$ cat src/rtl/muldiv_hilo_unit_pkg.sv
// Shared op encodings and FSM state type for the HI/LO multiply/divide unit.
// Op codes mirror the MD_* defines kept beside the ALU opcodes.
package muldiv_hilo_unit_pkg;

  typedef enum logic [2:0] {
    MD_MULT  = 3'd0,
    MD_MULTU = 3'd1,
    MD_DIV   = 3'd2,
    MD_DIVU  = 3'd3,
    MD_MTHI  = 3'd4,
    MD_MTLO  = 3'd5,
    MD_RSV6  = 3'd6,
    MD_RSV7  = 3'd7
  } md_op_e;

  typedef enum logic [1:0] {
    S_IDLE = 2'd0,
    S_RUN  = 2'd1,
    S_FIX  = 2'd2
  } md_state_e;

  function automatic logic is_iter_op(input md_op_e o);
    return (o == MD_MULT) || (o == MD_MULTU) || (o == MD_DIV) || (o == MD_DIVU);
  endfunction

endpackage

$ cat src/rtl/muldiv_hilo_unit_iter_core.sv
// WIDTH-step unsigned shift-add multiplier / restoring divider with step counter.
// Operands are magnitudes; sign handling lives in the parent.
module muldiv_hilo_unit_iter_core #(
  parameter int WIDTH = 32
) (
  input  logic             CLK,
  input  logic             RST,
  input  logic             load,
  input  logic             step,
  input  logic             is_div,
  input  logic [WIDTH-1:0] a,
  input  logic [WIDTH-1:0] b,
  output logic             last,
  output logic [WIDTH-1:0] res_hi,
  output logic [WIDTH-1:0] res_lo
);

  localparam int CW = $clog2(WIDTH + 1);

  logic [CW-1:0]    count;
  logic [WIDTH-1:0] acc_hi;
  logic [WIDTH-1:0] acc_lo;
  logic [WIDTH-1:0] opb;
  logic             div_mode;
  logic [WIDTH:0]   mul_sum;
  logic [WIDTH:0]   rem_sh;
  logic [WIDTH:0]   rem_sub;
  logic             rem_ge;

  // Multiply keeps the multiplier in acc_lo and shifts the product in from the top;
  // divide shifts the dividend out of acc_lo into the partial remainder.
  always_comb begin
    mul_sum = {1'b0, acc_hi} + (acc_lo[0] ? {1'b0, opb} : '0);
    rem_sh  = {acc_hi, acc_lo[WIDTH-1]};
    rem_sub = rem_sh - {1'b0, opb};
    rem_ge  = (rem_sh >= {1'b0, opb});
  end

  always_ff @(posedge CLK) begin
    if (RST)
      count <= '0;
    else if (load)
      count <= CW'(WIDTH);
    else if (step && (count != '0))
      count <= count - CW'(1);
  end

  always_ff @(posedge CLK) begin
    if (load) begin
      acc_hi   <= '0;
      acc_lo   <= a;
      opb      <= b;
      div_mode <= is_div;
    end else if (step) begin
      if (div_mode) begin
        acc_hi <= rem_ge ? rem_sub[WIDTH-1:0] : rem_sh[WIDTH-1:0];
        acc_lo <= {acc_lo[WIDTH-2:0], rem_ge};
      end else begin
        acc_hi <= mul_sum[WIDTH:1];
        acc_lo <= {mul_sum[0], acc_lo[WIDTH-1:1]};
      end
    end
  end

  assign last   = (count == CW'(1));
  assign res_hi = acc_hi;
  assign res_lo = acc_lo;

endmodule

$ cat src/rtl/muldiv_hilo_unit.sv
// Iterative MULT/DIV engine owning HI/LO: FSM, sign correction, busy/done handshake.
// Results commit atomically in FIX; flush aborts without touching HI/LO.
module muldiv_hilo_unit
  import muldiv_hilo_unit_pkg::*;
#(
  parameter int WIDTH = 32,
  parameter int OPW   = 3
) (
  input  logic             CLK,
  input  logic             RST,
  input  logic             start,
  input  logic [OPW-1:0]   op,
  input  logic [WIDTH-1:0] rs,
  input  logic [WIDTH-1:0] rt,
  input  logic             flush,
  output logic             ready,
  output logic             busy,
  output logic             done,
  output logic             div0,
  output logic [WIDTH-1:0] hi,
  output logic [WIDTH-1:0] lo
);

  md_state_e        state;
  md_op_e           op_e;
  logic             signed_op;
  logic             div_op;
  logic             iter_accept;
  logic             is_div_r;
  logic             neg_q_r;
  logic             neg_r_r;
  logic             div0_r;
  logic             core_last;
  logic [WIDTH-1:0] core_hi;
  logic [WIDTH-1:0] core_lo;

  function automatic logic [WIDTH-1:0] mag(input logic signed [WIDTH-1:0] v, input logic en);
    return (en && (v < 0)) ? -v : v;
  endfunction

  function automatic logic [2*WIDTH-1:0] cond_neg2(input logic signed [2*WIDTH-1:0] v, input logic en);
    return en ? -v : v;
  endfunction

  function automatic logic [WIDTH-1:0] cond_neg(input logic signed [WIDTH-1:0] v, input logic en);
    return en ? -v : v;
  endfunction

  assign op_e = md_op_e'(op[2:0]);

  always_comb begin
    signed_op   = (op_e == MD_MULT) || (op_e == MD_DIV);
    div_op      = (op_e == MD_DIV) || (op_e == MD_DIVU);
    iter_accept = (state == S_IDLE) && start && !flush && is_iter_op(op_e);
  end

  muldiv_hilo_unit_iter_core #(.WIDTH(WIDTH)) u_core (
    .CLK    (CLK),
    .RST    (RST),
    .load   (iter_accept),
    .step   (state == S_RUN),
    .is_div (div_op),
    .a      (mag(rs, signed_op)),
    .b      (mag(rt, signed_op)),
    .last   (core_last),
    .res_hi (core_hi),
    .res_lo (core_lo)
  );

  always_ff @(posedge CLK) begin
    done <= 1'b0;
    div0 <= 1'b0;
    if (RST) begin
      state <= S_IDLE;
      hi    <= '0;
      lo    <= '0;
    end else begin
      case (state)
        S_IDLE: begin
          if (start && !flush) begin
            case (op_e)
              MD_MULT, MD_MULTU, MD_DIV, MD_DIVU: begin
                state    <= S_RUN;
                is_div_r <= div_op;
                neg_q_r  <= signed_op && (rs[WIDTH-1] ^ rt[WIDTH-1]);
                neg_r_r  <= signed_op && rs[WIDTH-1];
                div0_r   <= div_op && (rt == '0);
              end
              MD_MTHI: hi <= rs;
              MD_MTLO: lo <= rs;
              default: ;
            endcase
          end
        end
        S_RUN: begin
          if (flush)
            state <= S_IDLE;
          else if (core_last)
            state <= S_FIX;
        end
        S_FIX: begin
          state <= S_IDLE;
          // A divide by zero still pulses done but leaves HI/LO as they were.
          if (!flush) begin
            done <= 1'b1;
            div0 <= div0_r;
            if (!div0_r) begin
              if (is_div_r) begin
                lo <= cond_neg(core_lo, neg_q_r);
                hi <= cond_neg(core_hi, neg_r_r);
              end else begin
                {hi, lo} <= cond_neg2({core_hi, core_lo}, neg_q_r);
              end
            end
          end
        end
        default: state <= S_IDLE;
      endcase
    end
  end

  assign busy  = (state != S_IDLE);
  assign ready = ~busy;

endmodule
$ cat config.mk
export PLATFORM = sky130hd
export DESIGN_NAME = muldiv_hilo_unit
export DESIGN_NICKNAME = d
export VERILOG_FILES = /design/src/rtl/muldiv_hilo_unit_pkg.sv /design/src/rtl/muldiv_hilo_unit_iter_core.sv /design/src/rtl/muldiv_hilo_unit.sv
export SDC_FILE = /design/constraint.sdc
export NUM_CORES = 1
export LEC_CHECK = 0
export BUFFER_PORTS_ARGS = -buffer_cell sky130_fd_sc_hd__buf_2
export CAP_MARGIN = 20
export CORE_AREA = 3 3 162 164
export CTS_CLUSTER_DIAMETER = 200
export DETAILED_ROUTE_END_ITERATION = 7
export DIE_AREA = 0 0 165 167
export PLACE_DENSITY = 0.75
export SYNTH_ARGS = -nofsm -noshare
export SYNTH_HDL_FRONTEND = slang
export SYNTH_SLANG_ARGS = --single-unit
$ cat constraint.sdc
create_clock -name CLK -period 7.1 [get_ports CLK]
set_input_delay 0.71 -clock CLK [delete_from_list [all_inputs] [get_ports CLK]]
set_output_delay 0.71 -clock CLK [all_outputs]
set_load 0.01 [all_outputs]
* After elaboration in Yosys (flattened, before gate mapping) *
Cells that the tools add are included.

cells by class
  reduce and logical (&&, ||, !) cells = 32
  $add $sub $neg = 8
  $lt $le $gt $ge = 3
  bitwise gates (word level) = 4
  mux-type cells = 31
  eq/ne operators = 15

operator list
  cell                 number
  $mux 32              20
  $neg 32->32          4
  $pmux 32 s2          2
  $lt 32x1->1 const B  2
  $mux 64              1
  $neg 64->64          1
  $add 32x32->33       1
  $ge 33x32->1         1
  $logic_not 32->1     1
  $sub 32x32->32       1
  $mux 6               2
  $logic_and 1x1->1    10
  $reduce_and 5->1     2
  $mux 2               4
  $ne 2x1->1 const B   4
  $reduce_bool 2->1    4
  $eq 3x2->1 const B   2
  $eq 3x3->1 const B   2
  $eq 6x1->1 const B   1
  $reduce_bool 6->1    1
  $sub 6x1->6 const B  1
  $logic_or 1x1->1     5
  $ne 2x2->1 const B   2
  $pmux 2 s2           1
  15 further kinds     18

storage, ports and cells
  input bits = 71
  logic and storage cells = 108
  register bits = 175

* Longest topological paths before layout *
  depth after elaboration = 6
  mapped depth = 15

* By module *
Synthesis repeated with hierarchy kept, for this count alone.

unflattened totals
  cells, all modules = 1878
  area total of the unflattened synthesis = 14819.2 um^2

by module, submodules not included
  module                      instances  area an instance (um^2)  cells an instance
  muldiv_hilo_unit_iter_core  1          8329.2                   968
  muldiv_hilo_unit            1          6490.0                   910

* Worst setup path before layout *
OpenSTA, ideal clock, no wires.

  kind = register to register
  from = register u_core.acc_lo[14], in the netlist u_core.res_lo[14]
  to = register hi[27]
  arrival = 3.520 ns
  setup slack = 3.520 ns
  cell stages (with the launch flop) = 12
  library setup time = 0.061 ns
  path through = edfxtp_1 -> or4_4 -> or4_4 -> or3_1 -> buf_6 -> nor3_4 -> o21ai_2 -> or4b_4 -> and2_4 -> or4b_1 -> nand3_1 -> a32o_1

on the way
  longest elaborated chain between the ends = 6

ends and longest elaborated chain
  item                      line                              RTL
  start: declaration        muldiv_hilo_unit_iter_core.sv:22  logic [WIDTH-1:0] acc_lo;
  start signal: assignment  muldiv_hilo_unit_iter_core.sv:57  acc_lo <= {acc_lo[WIDTH-2:0], rem_ge};
  start signal: assignment  muldiv_hilo_unit_iter_core.sv:60  acc_lo <= {mul_sum[0], acc_lo[WIDTH-1:1]};
  $neg 64->64               muldiv_hilo_unit.sv:42            return en ? -v : v;
  $mux 64                   muldiv_hilo_unit.sv:42
  $mux 32                   muldiv_hilo_unit.sv:108           if (is_div_r) begin
  $mux 32                   muldiv_hilo_unit.sv:107           if (!div0_r) begin
  $mux 32                   muldiv_hilo_unit.sv:104           if (!flush) begin
  $pmux 32 s2               muldiv_hilo_unit.sv:78            case (state)
  end signal: assignment    muldiv_hilo_unit.sv:89            MD_MTHI: hi <= rs;
  end signal: assignment    muldiv_hilo_unit.sv:110           hi <= cond_neg(core_hi, neg_r_r);
  end signal: assignment    muldiv_hilo_unit.sv:112           {hi, lo} <= cond_neg2({core_hi, core_lo}, neg_q_r);
  end: declaration          muldiv_hilo_unit.sv:20            output logic [WIDTH-1:0] hi,

No other way between the ends. The select of a mux whose other input is x is not followed.
A chain may end at the register's enable or synchronous reset.

* Final worst setup path *
  from = register u_core.acc_lo[14], in the netlist u_core.res_lo[14]
  to = register hi[20]

The elaborated chain is that of the path after synthesis.

==> run_results.csv <==
group,metric,value,unit
placed_design,placed_cells,2127,
setup_path,timing.critical_path.from_type,"flip-flop",
sta,grt_setup_unrepaired,"false",
floorplan,core_region_area,25000,um2
worst_hold_path,worstHoldStart,"hi[9]",
yosys,synth_top_cells_by_count,"nor2_1 (185), nand2_1 (176), o21ai_0 (170)",
yosys,netlist_top_cells_area,"dfxtp_1 (15%), edfxtp_1 (15%), ha_1 (6.5%)",
routing,firstDrtPassIters,5,
yosys,synth.avg_cell_area,7.84,um2
routing,drt_first_iter_violations,1531,
sta,worst_clock_skew,0.0154,ns
setup_path,worst_r2r_endpoint,"hi[20]",
yosys,yosysTopAreaCell,"dfxtp_1",
pwr,p_int,2050,uW
setup_path,worstSetupEndpointType,"flip-flop",
sta,max-slew-margin-rel,0.283,
sta,timing.final.crit_period,4.39,ns
pwr,fraction_of_power_consumed_by_the_clock_network,0.289,
placed_design,place.detailed.hpwl,33.5,mm
sta,setup_tns,0,ns
global_route,gr-total-overflow,0,
sta,post-route-period-util,0.618,
clock_tree,clock_latency,0.45,ns
sta,worstMarginPinSlew,1.08,ns
floorplan,die-width,165,um
floorplan,floorplan.initialDensity,0.547,
setup_path,timing.critical_path.mode_cell,"or4_4",
yosys,synth_largest_type_area_fraction,0.155,
clock_tree,cts-root-buf,"clkbuf_16",
pwr,power.ir.vdd_worst,0.000156,V
clock_tree,cts_hold_buf,0,
floorplan,io-pin-count,139,
clock_tree,cts_tree,"built",
pwr,p_sw,1350,uW
cells_and_area,layout.cells.non_filler,2160,
clock_tree,cts_repair_resize_count,0,
yosys,synth_cell_types,73,
clock_tree,clock_tree.buffer_depth,2,
sta,slew_viol_final,0,
yosys,synth_enable_flop_cells,69,
pwr,power_switching_share,0.396,
flow_run,cap_violations,0,
routing,post_drt_wl_per_cell,20.3,um
routing,route.detailed.vias_per_inst,6.30,
global_route,grt_antenna_before_repair,0,
sta,achievable-frequency,228,MHz
clock_tree,clk_pin_slew_worst_paths,0.08,ns
global_route,grt_pass1_vias,12500,
placed_design,io_buffers,138,
clock_tree,clkSinkCount,175,
placed_design,gp_congestion,0.959,
pwr,cellLeakagePower,0.00624,uW
sta,timing_hold_violations_final,0,
setup_path,cp-endpoint,"hi[20]",
floorplan,die_h,167,um
setup_path,max_stage_delay,0.71,ns
yosys,synthMostInstantiatedCell,"nor2_1",
placed_design,dpl_worst_slack,2.83,ns
sta,finalSetupViolations,0,
yosys,synthesis.yosys.warnings,0,
setup_path,reg2reg_setup_slack,2.71,ns
yosys,synth_seq_cells,175,
yosys,dominantRegCellSynth,"dfxtp_1",
cells_and_area,post_route_cells_drive_above_1_share,0.112,
yosys,ys_seq_area_frac,0.306,
setup_path,crit_type,"reg2reg",
setup_path,crit_start,"u_core.res_lo[14]",
setup_path,crit_arrival,4.78,ns
global_route,global_route_wire_length_before_repair,68.9,mm
setup_path,reg2reg_start,"u_core.res_lo[14]",
clock_tree,cts_post_setup_buffers_inserted,0,
cells_and_area,antenna-diode-count,0,
global_route,grt_start_max_net_pins,76,
sta,final_critical_path_setup_slack,2.71,ns
cells_and_area,flow.area_growth_from_synthesis,10.7,%
pwr,power_density,224,nW/um2
setup_path,critPathMaxFanout,14,
yosys,synthCells,1746,
yosys,synth_area,13700,um2
routing,num_vias,13600,
routing,post-route-drc-count,0,
cells_and_area,finish.net_count,1961,
pwr,share_comb_of_total_power,0.335,
setup_path,crit_chain,"or4_4 > or4_4 > or3_1 > or4_1 > o21ai_1 > nand2_1 > o21ai_0 > xor2_1 > a2111oi_0 > a21o_1",
pwr,relative_contribution_of_sequential_cells_to_total_power,0.376,
clock_tree,tritoncts.num_buffers,17,
floorplan,std_cell_rows,58,
setup_path,worst_path_max_delay_cell,"o21ai_1",
routing,ant_nets,0,
global_route,groute.usage.overall,0.315,
yosys,syn-num-nets,1890,
worst_hold_path,worstHoldPathType,"reg2reg",
clock_tree,htree_num_levels,4,
run_status,status,"complete, no violations",
setup_path,rr_worst_depth,10,
setup_path,critical_path_required,7.49,ns
floorplan,design.die.area,27600,um2
routing,wl,43.9,mm
yosys,postSynth.asyncResetShare,0,
-- final cells by class --
type                    instances  area, um2
multi-input cells            1410       8900
flip-flops and latches        175       4190
inverters                      62        234
clock inverters                15        186
repair buffers                151        801
well taps                     330        413
fillers                      2314       9890
clock buffers                  17        425
-- routing by layer --
layer	track usage	wire, um	part of all wire
met5	0	0	0
met4	0.148	2220	0.051
met2	0.487	19300	0.44
met3	0.0398	3700	0.084
met1	0.436	18700	0.43
-- stage by stage --
stage | hold slack [ns] | area (um2) | utilization | power [uW]
floorplan | 0.448 | 13700 | - | 2070
global placement | 0.431 | 14500 | 0.580 | 2390
detailed placement | 0.433 | 14500 | 0.580 | 2400
CTS | 0.446 | 15100 | 0.604 | 3370
global route | 0.462 | 15200 | 0.605 | 3570
finish | 0.442 | 15200 | 0.605 | 3400
-- sequential cells by signal, summed over array words and instances, names as in the netlist --
signal,count
hi,32
lo,32
u_core.opb,32
u_core.res_hi,32
u_core.res_lo,32
u_core.count,6
state,2
div0,1
div0_r,1
done,1
is_div_r,1
neg_q_r,1
neg_r_r,1
u_core.div_mode,1
-- power groups by stage --
stage	Sequential (uW)	Combinational [uW]	Clock (uW)
3_5_place_dp	1290	1110	0
2_1_floorplan	1220	843	0
5_1_grt	1280	1260	1020
6_report	1280	1140	982
4_1_cts	1270	1110	985
3_3_place_gp	1290	1100	0
-- kinds of logic (layout without fill, tap and decap cells) --
group / count (synthesis) / in the layout / synth area share
xor+xnor: 174 / 174 / 0.111
compound gates: 554 / 554 / 0.248
simple gates: 572 / 572 / 0.194
flops: 175 / 175 / 0.306
mux: 37 / 37 / 0.0273
buf+inv: 161 / 245 / 0.0449
fa+ha+maj: 73 / 73 / 0.0678
-- worst min-delay path by stage --
stage,to,slack (ns),depth (start not counted)
5_1_grt,hi[9],0.46,2
4_1_cts,hi[9],0.45,2
3_5_place_dp,hi[9],0.43,2
6_report,hi[9],0.44,2
3_3_place_gp,hi[9],0.43,2
2_1_floorplan,div0,0.45,1
-- worst max-delay path, delay by kind of cell (launching register included) --
kind	cells	cell delay (ns)
AO/OA/AOI/OAI	4	1.53
XOR/XNOR	1	0.09
flip-flops	1	0.45
AND/OR/NAND/NOR	5	2.26
-- cells in the final DEF (no fill, tap or decap), types with 26 or more instances in the layout --
cell / Yosys / layout
o21ai_0: 170 / 170
edfxtp_1: 69 / 69
o31ai_1: 26 / 26
dfxtp_1: 106 / 106
a21oi_1: 156 / 155
nor2_1: 185 / 185
ha_1: 71 / 71
xnor2_1: 94 / 94
nand3_1: 34 / 34
a21o_1: 35 / 34
a211oi_1: 35 / 35
inv_1: 62 / 61
nor3_1: 45 / 45
nand2_1: 176 / 176
mux2i_1: 34 / 34
buf_2: 2 / 138
xor2_1: 80 / 80
Power figures use the tool's default switching activity.
